$ cat src/rtl/imem_boot_loader.sv
// imem_boot_loader: receives a program image as a byte stream, assembles
// little-endian 32-bit words, writes them into instruction memory and holds
// the core in reset until the whole image has been loaded.
//
// Stream layout: 2-byte little-endian word count N, then N*4 data bytes.
//
// Optional build macro CHECKSUM_EN: adds a trailing checksum byte (XOR of the
// header and all data bytes). A mismatch rejects the image after the data
// words have already been written.

module imem_boot_loader #(
  parameter int unsigned WD      = 32,
  parameter int unsigned IMEM_AW = 8
) (
  input  logic               clk,
  input  logic               rst,
  input  logic               byte_valid,
  input  logic [7:0]         byte_data,
  output logic               byte_ready,
  output logic               mem_we,
  output logic [IMEM_AW-1:0] mem_addr,
  output logic [WD-1:0]      mem_wdata,
  output logic               core_rst,
  output logic               done,
  output logic               err
);

  localparam int unsigned ImemDepth = 2 ** IMEM_AW;

  typedef enum logic [2:0] {
    StIdle,
    StHdr0,
    StHdr1,
    StData,
`ifdef CHECKSUM_EN
    StCsum,
`endif
    StDone,
    StErr
  } state_e;

  state_e state_q, state_d;

  // Word count latched from the header.
  logic [15:0]        cnt_q;
  // One bit wider than the address so a full memory load does not alias to 0.
  logic [IMEM_AW:0]   widx_q;
  logic [1:0]         lane_q;
  // Lanes 0..2; lane 3 is taken straight from the bus when the word is written.
  logic [WD-9:0]      asm_q;
  logic               mem_we_q;
  logic [IMEM_AW-1:0] mem_addr_q;
  logic [WD-1:0]      mem_wdata_q;
`ifdef CHECKSUM_EN
  logic [7:0]         csum_q;
`endif

  logic        xfer;
  logic [15:0] n_hdr;
  logic        last_word;

  assign xfer      = byte_valid && byte_ready;
  assign n_hdr     = {byte_data, cnt_q[7:0]};
  assign last_word = (32'(widx_q) + 32'd1) == 32'(cnt_q);

  // State register.
  always_ff @(posedge clk or negedge rst) begin
    if (!rst) begin
      state_q <= StIdle;
    end else begin
      state_q <= state_d;
    end
  end

  // Next-state logic.
  always_comb begin
    state_d = state_q;
    case (state_q)
      StIdle: state_d = StHdr0;
      StHdr0: begin
        if (xfer) state_d = StHdr1;
      end
      StHdr1: begin
        if (xfer) begin
          if (n_hdr == 16'd0) begin
            state_d = StDone;
          end else if (32'(n_hdr) > ImemDepth) begin
            state_d = StErr;
          end else begin
            state_d = StData;
          end
        end
      end
      StData: begin
        if (xfer && (lane_q == 2'd3) && last_word) begin
`ifdef CHECKSUM_EN
          state_d = StCsum;
`else
          state_d = StDone;
`endif
        end
      end
`ifdef CHECKSUM_EN
      StCsum: begin
        if (xfer) state_d = (byte_data == csum_q) ? StDone : StErr;
      end
`endif
      StDone:  state_d = StDone;
      StErr:   state_d = StErr;
      default: state_d = StErr;
    endcase
  end

  // Output decode; done waits for the final write strobe to clear.
  always_comb begin
    byte_ready = 1'b0;
    done       = 1'b0;
    err        = 1'b0;
    case (state_q)
      StHdr0, StHdr1, StData: byte_ready = 1'b1;
`ifdef CHECKSUM_EN
      StCsum:                 byte_ready = 1'b1;
`endif
      StDone:                 done       = !mem_we_q;
      StErr:                  err        = 1'b1;
      default:                byte_ready = 1'b0;
    endcase
    core_rst = !done;
  end

  // Header capture, word assembly and the registered memory write port.
  always_ff @(posedge clk or negedge rst) begin
    if (!rst) begin
      cnt_q       <= '0;
      widx_q      <= '0;
      lane_q      <= '0;
      asm_q       <= '0;
      mem_we_q    <= 1'b0;
      mem_addr_q  <= '0;
      mem_wdata_q <= '0;
    end else begin
      mem_we_q <= 1'b0;
      if (xfer) begin
        case (state_q)
          StHdr0: cnt_q[7:0]  <= byte_data;
          StHdr1: cnt_q[15:8] <= byte_data;
          StData: begin
            lane_q <= lane_q + 2'd1;
            case (lane_q)
              2'd0: asm_q[7:0]   <= byte_data;
              2'd1: asm_q[15:8]  <= byte_data;
              2'd2: asm_q[23:16] <= byte_data;
              default: begin
                mem_we_q    <= 1'b1;
                mem_addr_q  <= widx_q[IMEM_AW-1:0];
                mem_wdata_q <= {byte_data, asm_q};
                widx_q      <= widx_q + 1'b1;
              end
            endcase
          end
          default: ;
        endcase
      end
    end
  end

`ifdef CHECKSUM_EN
  // Running XOR over header and data bytes.
  always_ff @(posedge clk or negedge rst) begin
    if (!rst) begin
      csum_q <= '0;
    end else if (xfer && (state_q inside {StHdr0, StHdr1, StData})) begin
      csum_q <= csum_q ^ byte_data;
    end
  end
`endif

  assign mem_we    = mem_we_q;
  assign mem_addr  = mem_addr_q;
  assign mem_wdata = mem_wdata_q;

  // done and err are mutually exclusive.
  assert property (@(posedge clk) disable iff (!rst) !(done && err));
  // No writes once an image has been rejected.
  assert property (@(posedge clk) disable iff (!rst) err |-> !mem_we);

endmodule

$ cat config.mk
export PLATFORM = sky130hd
export DESIGN_NAME = imem_boot_loader
export DESIGN_NICKNAME = d
export VERILOG_FILES = /design/src/rtl/imem_boot_loader.sv
export SDC_FILE = /design/constraint.sdc
export NUM_CORES = 1
export LEC_CHECK = 0
export ABC_AREA = 1
export ABC_CLOCK_PERIOD_IN_PS = 3100
export CORE_MARGIN = 2
export CORE_UTILIZATION = 61
export CTS_BUF_LIST = sky130_fd_sc_hd__clkbuf_2 sky130_fd_sc_hd__clkbuf_4 sky130_fd_sc_hd__clkbuf_8
export CTS_CLUSTER_SIZE = 24
export DETAILED_ROUTE_END_ITERATION = 8
export HOLD_SLACK_MARGIN = 0.05
export PLACE_DENSITY = 0.89
export SLEW_MARGIN = 5
export SYNTH_ARGS = -nofsm -noshare
export SYNTH_HDL_FRONTEND = slang
export SYNTH_SLANG_ARGS = --single-unit
$ cat constraint.sdc
create_clock -name clk -period 3.1 [get_ports clk]
set_input_delay 0.465 -clock clk [delete_from_list [all_inputs] [get_ports clk]]
set_output_delay 0.465 -clock clk [all_outputs]
set_load 0.05 [all_outputs]
; ---- After elaboration in Yosys (flattened, before gate mapping)
; Cells that the tools add are included.
[totals]
ff_bits = 95
latchBits = 0
ramBits = 0
romBits = 0
inputBits = 11
output_inout_bits = 45
elab_cells = 58
memories = 0
[op_classes]
add_sub_neg = 3
multipliers = 0
div_mod_pow = 0
magnitude_cmp = 1
n_eq_ne = 12
n_shift = 0
mux = 12
n_bitwise = 1
n_reduce_logical = 18
[op_table]
columns = cell, n
row1 = $eq 10x16->1, 1
row2 = $gt 16x9->1 const B, 1
row3 = $logic_not 16->1, 1
row4 = $mux 3, 5
row5 = $pmux 3 s5, 1
row6 = $reduce_and 3->1, 5
row7 = $add 9x1->10 const B, 1
row8 = $add 9x1->9 const B, 1
row9 = $eq 3x2->1 const B, 2
row10 = $eq 3x3->1 const B, 2
row11 = $mux 1, 6
row12 = $ne 2x2->1 const B, 3
row13 = $reduce_and 2->1, 3
row14 = $reduce_or 3->1, 2
row15 = $eq 2x2->1 const B, 2
row16 = $eq 3x1->1 const B, 1
row17 = $logic_and 1x1->1, 3
row18 = $logic_not 3->1, 1
row19 = $add 2x1->2 const B, 1
row20 = $eq 2x1->1 const B, 1
row21 = $logic_not 1->1, 2
row22 = $logic_not 2->1, 1
row23 = $not 1->1, 1

; ---- Logic depth before layout (Yosys ltp)
; Gate-level depths: netlist (run 1).
[logic_depth]
depth_word = 8
ltp_mapped = 14
depth_no_buf = 14

; ---- Least setup slack after synthesis (run 1)
; No wires, ideal clock.
[synth_timing]
kind = reg2reg
start = reg state_q[2]
end = reg mem_addr_q[0], in the netlist mem_addr[0]
setup_time_ns = 0.130
t_arrival_ns = 2.105
t_required_ns = 2.970
path_slack_ns = 0.864
stages_incl_launch_ff = 9
path_buffers = 2
period_less_slack_ns = 2.236
path_cell_list = dfrtp_1 nor2_1 nand3_1 nor2_4 inv_2 buf_6 buf_2 nand2_1 o21ai_1
[synth_via]
elab_chain_len = 5
elab_cells_between_ends = 7
classes_between = eq/ne (3) / mux (1) / reduce/logical (3)
[synth_rtl]
columns = element, line
row1 = from (decl), 42  ; state_e state_q, state_d;
row2 = from (signal assigned), 69  ; state_q <= StIdle;
row3 = from (signal assigned), 71  ; state_q <= state_d;
row4 = $eq 3x1->1 / $eq 3x2->1 (equally long branches), 119  ; case (state_q)
row5 = $reduce_or 3->1 (*), 119
row6 = $mux 1 (*), 119
row7 = via byte_ready, 19  ; output logic byte_ready,
row8 = $logic_and 1x1->1 (*), 62  ; assign xfer = byte_valid && byte_ready;
row9 = $reduce_and 3->1 (no source line) (*), -
row10 = to (signal assigned), 155  ; mem_addr_q <= widx_q[IMEM_AW-1:0];
row11 = to (decl), 52  ; logic [IMEM_AW-1:0] mem_addr_q;
; The timed path passes the listed nets; every way through them passes the cells marked *.
; A chain may end at the register's enable or synchronous reset.

; ---- Worst setup path in the final report (run 1)
[layout_timing]
start = reg state_q[1]
end = out done
[layout_via]
elab_chain_len = 2
[layout_rtl]
columns = element, line
row1 = $eq 3x3->1, 119
row2 = $mux 1, 119
row3 = to (decl), 24  ; output logic done,
; Every way passes these cells.

==> results.toml, run 1 <==
[routing]
vias_per_cell = 5.62
drc_errors = 0
ant_nets = 0
first_pass_iters = 5
vias = 3560
wl_per_cell_um = 15.5
drt_first_iter_violations = 334
routed_wl_um = 9810

[timing]
setup_tns_ns = 0
relSlewSlack_pct = 40.9
grt_setup_unrepaired = "false"
setup-violations-final = 0
max_freq_mhz = 411
skew_ns = 0.00934
setup_ws_ns = 0.664
hold_viol_final = 0
drv_slew = 0
fin_crit_ns = 2.44
worstMarginPinSlew_ns = 0.885
fin_crit_sh_pct = 78.6

[die]
start_util_pct = 62.2
io_pins = 56
core-area_sq_um = 6720
die_h_um = 86.7
die_area_sq_um = 7520
die_w_um = 86.7
fp-row-count = 30

[cells_and_area]
diodes = 0
multiInputGateArea_sq_um = 1550
n_fill_cell = 475
regArea_sq_um = 2380
drive_above_1_share_pct = 6.69
area_delta_synth_final_pct = 18.6
nNetsFinal = 564

[clock_tree]
holdBufCountCts = 0
clock_path_buffers = 2
cts_resized = 0
clkLatencyLatePin_ns = 0.37
htree_levels = 3
path_clk_slew_ns = 0.10
cts_buffers = 9
cts_tree = "built"
cts_root_buf = "clkbuf_8"
clock_sinks = 95
postCtsSetupRepairBufs = 0

[synth]
synth_nets = 511
seq_area_frac_synth_pct = 56.9
ys.flop_type = "dfrtp_1"
synth.most_common_cell = "nand2_1"
synth_edf_count = 0
synth_top_area_share_pct = 56.9
async_flop_share_pct = 100
synth_area_leaders = "dfrtp_1, nand2_1, o21ai_0"
ys_ff_latch = 95
syn_avg_cell_area_sq_um = 8.44
syn_inst = 495
yosys_warnings = 0
synth.lib_cells_used.distinct = 24
synth_top_area_cell = "dfrtp_1"
netlist_area_sq_um = 4180
ys_top_cells_by_count = "nand2_1, dfrtp_1, o21ai_0, inv_1, nand3_1"

[power]
p_per_area_nw_per_um2 = 428
power_mw = 2.12
ir_drop_mv = 0.288
leakage_nw = 2.46

[placed_design]
place_congestion = 0.843
port_buffers = 55
pre_cts_slack_ns = 0.929
hpwl_um = 6370

[worst_hold_path]
hp-class = "input pin to asynchronous set/reset pin"

[worst_setup_path]
reg2reg_depth = 13
rr_endpoint = "state_q[1]"
rr_startpoint = "widx_q[0]"
crit_fanout = 4
cpPeakStageDelay_ns = 0.81
required_ns = 2.63
worstPathCellList = "nor2_1, nand2_1, nor2_1, clkdlybuf4s50_1"
crit_top_cell = "nor2_1"
crit_type = "register to primary output"
crit_arrival_ns = 1.97
r2r_slack_ns = 1.07
end_kind = "primary output"
critPathLaunchType = "register"
crit_path_top_delay_cell = "clkdlybuf4s50_1"

[global_route]
grt_remaining_overflow = 0
grt_antenna_before_repair = 0
grt_pass1_vias = 3536
grt_usage_pct = 28.6
grt_start_max_net_pins = 57
grt_pass1_wl_um = 16500

[run]
max_cap_viol_count = 0

[outcome]
status = "complete, no violations"
-- per-stage QoR --
step / util, % / cells / cell area (sq um) / hold slack, ns
finish: 73.7 / 633 / 4950 / 0.117
global route: 73.7 / 633 / 4950 / 0.160
CTS: 73.7 / 633 / 4950 / 0.135
detailed placement: 70.8 / 617 / 4760 / 0.458
global placement: 70.8 / 617 / 4760 / 0.456
floorplan: - / 495 / 4180 / 0.169
-- registers in the layout, indices dropped and copies added (netlist names) --
name and flops:
lane_q 2, widx_q 9, mem_addr 8, asm_q 24, state_q 3, cnt_q 16, mem_we 1, mem_wdata 32
-- placed cells by master (no fill, tap or decap), drive strengths merged --
master and n:
nand2 191, clkdlybuf4s50 54, o22ai 1, o211ai 1, nor2 29, nand3 34, buf 4, nand4 4
clkbuf 10, clkinv 1, dfrtp 95, o21ai 70, nor3 2, inv 47, and2 1, xor2 2
a21oi 2, ha 5
-- worst max-delay path, delay by kind of cell, from the launching register on --
family                 cells  cell delay (ns)
buffers and inverters      1             0.81
AND/OR/NAND/NOR            3             0.36
flip-flops                 1             0.42
-- worst max-delay path by stage --
stage                     slack (ns)  cells after the start           to        from
after CTS                       0.65                      4         done  state_q[1]
after floorplan                 0.86                      8  mem_addr[0]  state_q[2]
after global routing            0.53                      5          err  state_q[0]
final                           0.66                      4         done  state_q[1]
after detailed placement        0.93                      6  mem_addr[0]  byte_valid
after global placement          1.05                      6  mem_addr[6]  byte_valid
-- layer usage --
| metal | GRT usage, % | wire length [um] | up-vias |
|---|---|---|---|
| li1 | - | - | 1680 |
| met1 | 38.0 | 4090 | 1683 |
| met2 | 46.2 | 4800 | 166 |
| met3 | 7.24 | 674 | 31 |
| met4 | 9.66 | 240 | 0 |
| met5 | 0 | 0 | - |
-- cells by family (layout without fill, tap and decap cells) --
| kind of cell | Yosys count | after routing | synth area share [%] |
|---|---|---|---|
| simple gates | 261 | 261 | 26.3 |
| xor+xnor | 2 | 2 | 0.419 |
| fa+ha+maj | 5 | 5 | 1.50 |
| flops | 95 | 95 | 56.9 |
| compound gates | 74 | 74 | 8.96 |
| buf+inv | 58 | 116 | 5.90 |
-- final cells by class --
cell class | instances | share of cell area, %
Timing Repair Buffer | 58 | 11.5
Inverter | 42 | 3.18
Sequential cell | 95 | 48.0
Clock buffer | 10 | 2.78
Tap cell | 80 | 2.02
Multi-Input combinational cell | 342 | 31.3
Clock inverter | 6 | 1.16
-- power breakdown --
part / internal, mW / switching [mW]
sequential: 1.24 / 0.00172
combinational: 0.0156 / 0.0447
clock: 0.335 / 0.485
No activity file was read; power rests on OpenSTA's default activity.
==> inputs of run 2 (changes only) <==
Settings changed: ABC_CLOCK_PERIOD_IN_PS 3100 to 2500, CORE_UTILIZATION 61 to 57, PLACE_DENSITY 0.89 to 0.84.
Clock period 3.1 ns to 2.5 ns, I/O delays scaled along.
==> results.toml, run 2 (synthesis results as in run 1) <==
[global_route]
grt_start_max_net_pins = 57
grt_antenna_before_repair = 0
grt_usage_pct = 24.2
grt_remaining_overflow = 0
grt_pass1_wl_um = 14600
grt_pass1_vias = 3113

[worst_setup_path]
critPathLaunchType = "register"
required_ns = 2.12
rr_startpoint = "widx_q[0]"
crit_arrival_ns = 1.99
crit_fanout = 4
r2r_slack_ns = 0.44
rr_endpoint = "state_q[0]"
end_kind = "primary output"
crit_type = "register to primary output"
cp-startpoint = "state_q[1]"
critPathCapture = "done"
reg2reg_depth = 13

[routing]
first_pass_iters = 5
drc_errors = 0
ant_nets = 0
vias = 3464
drt_first_iter_violations = 220
vias_per_cell = 5.26
wl_per_cell_um = 13.7
routed_wl_um = 8990

[clock_tree]
clkLatencyLatePin_ns = 0.36
cts_tree = "built"
holdBufCountCts = 1
cts_buffers = 9
clock_sinks = 95
postCtsSetupRepairBufs = 0
path_clk_slew_ns = 0.10
cts_resized = 0
htree_levels = 3
cts_root_buf = "clkbuf_8"
clock_path_buffers = 2

[timing]
grt_setup_unrepaired = "false"
relSlewSlack_pct = 41.2
hold_viol_final = 0
setup-violations-final = 0
worstMarginPinSlew_ns = 0.880
max_freq_mhz = 424
drv_slew = 0
fin_crit_ns = 2.36
setup_tns_ns = 0
fin_crit_sh_pct = 94.4
skew_ns = 0.00927

[power]
ir_drop_mv = 0.288
power_mw = 2.63
leakage_nw = 2.49
p_per_area_nw_per_um2 = 523

[placed_design]
port_buffers = 55
placed_area_sq_um = 4830
hpwl_um = 6270
place_congestion = 0.857

[cells_and_area]
diodes = 0
stdcell_area_sq_um = 5040
final_common_cell = "nand2_1"
area_delta_synth_final_pct = 20.6
n_fill_cell = 572
drive_above_1_share_pct = 7.51
nNetsFinal = 570
layout_common_cells = "nand2_1, dfrtp_1, o21ai_0, clkdlybuf4s50_1, inv_1"
largest_reg_flops = 32

[worst_hold_path]
min-delay-start = "mem_wdata[19]"
hp-class = "register to register"

[run]
max_cap_viol_count = 0

[die]
die_w_um = 89.6
start_util_pct = 58.2
core-area_sq_um = 7180
io_pins = 56
fp-row-count = 31
die_h_um = 89.6
die_area_sq_um = 8030

[outcome]
status = "complete, no violations"
==> run 2: worst min-delay path by stage <==
stage / end / cells past startpoint / slack [ns]
final: mem_wdata[19] / 2 / 0.47
after global routing: mem_wdata[1] / 2 / 0.50
after CTS: mem_wdata[7] / 2 / 0.48
after detailed placement: state_q[0] / 1 / 0.41
after global placement: widx_q[8] / 1 / 0.40
after floorplan: asm_q[0] / 0 / 0.08
==> run 2: cell type report <==
cell class                      instances  area (sq um)  area share (%)
Inverter                               42           158            3.13
Multi-Input combinational cell        342          1550            30.8
Timing Repair Buffer                   64           631            12.5
Clock inverter                          6          57.6            1.14
Tap cell                               99           124            2.46
Sequential cell                        95          2380            47.2
Clock buffer                           10           138            2.73
==> run 2: stage by stage <==
| stage | hold slack [ns] | setup WS [ns] | utilization, % | std cells |
|---|---|---|---|---|
| 2_1_floorplan | 0.0794 | 0.264 | - | 495 |
| 3_3_place_gp | 0.403 | 0.492 | 67.3 | 641 |
| 3_5_place_dp | 0.411 | 0.433 | 67.3 | 641 |
| 4_1_cts | 0.481 | 0.100 | 70.2 | 658 |
| 5_1_grt | 0.504 | 0.0241 | 70.2 | 658 |
| 6_report | 0.475 | 0.139 | 70.2 | 658 |
==> run 2: worst max-delay path, stage by stage, from the launching register on <==
cell             delay [ns]
dfrtp_1                0.42
nor2_1                 0.15
nand2_1                0.08
nor2_1                 0.14
clkdlybuf4s50_1        0.83
==> run 2: power breakdown <==
part	total, mW	switching, mW	leakage [nW]	internal (mW)
clock	1.01	0.595	0.102	0.416
combinational	0.0845	0.0570	1.12	0.0276
sequential	1.54	0.00210	1.27	1.54
==> run 2: routing by layer <==
metal  vias to the layer above  share of wire [%]  GRT usage, %
li1                       1690                  -             -
met1                      1656                 45          33.7
met2                       102                 48          39.0
met3                        16                5.3          4.02
met4                         0                1.8          8.41
met5                         -                  0             0
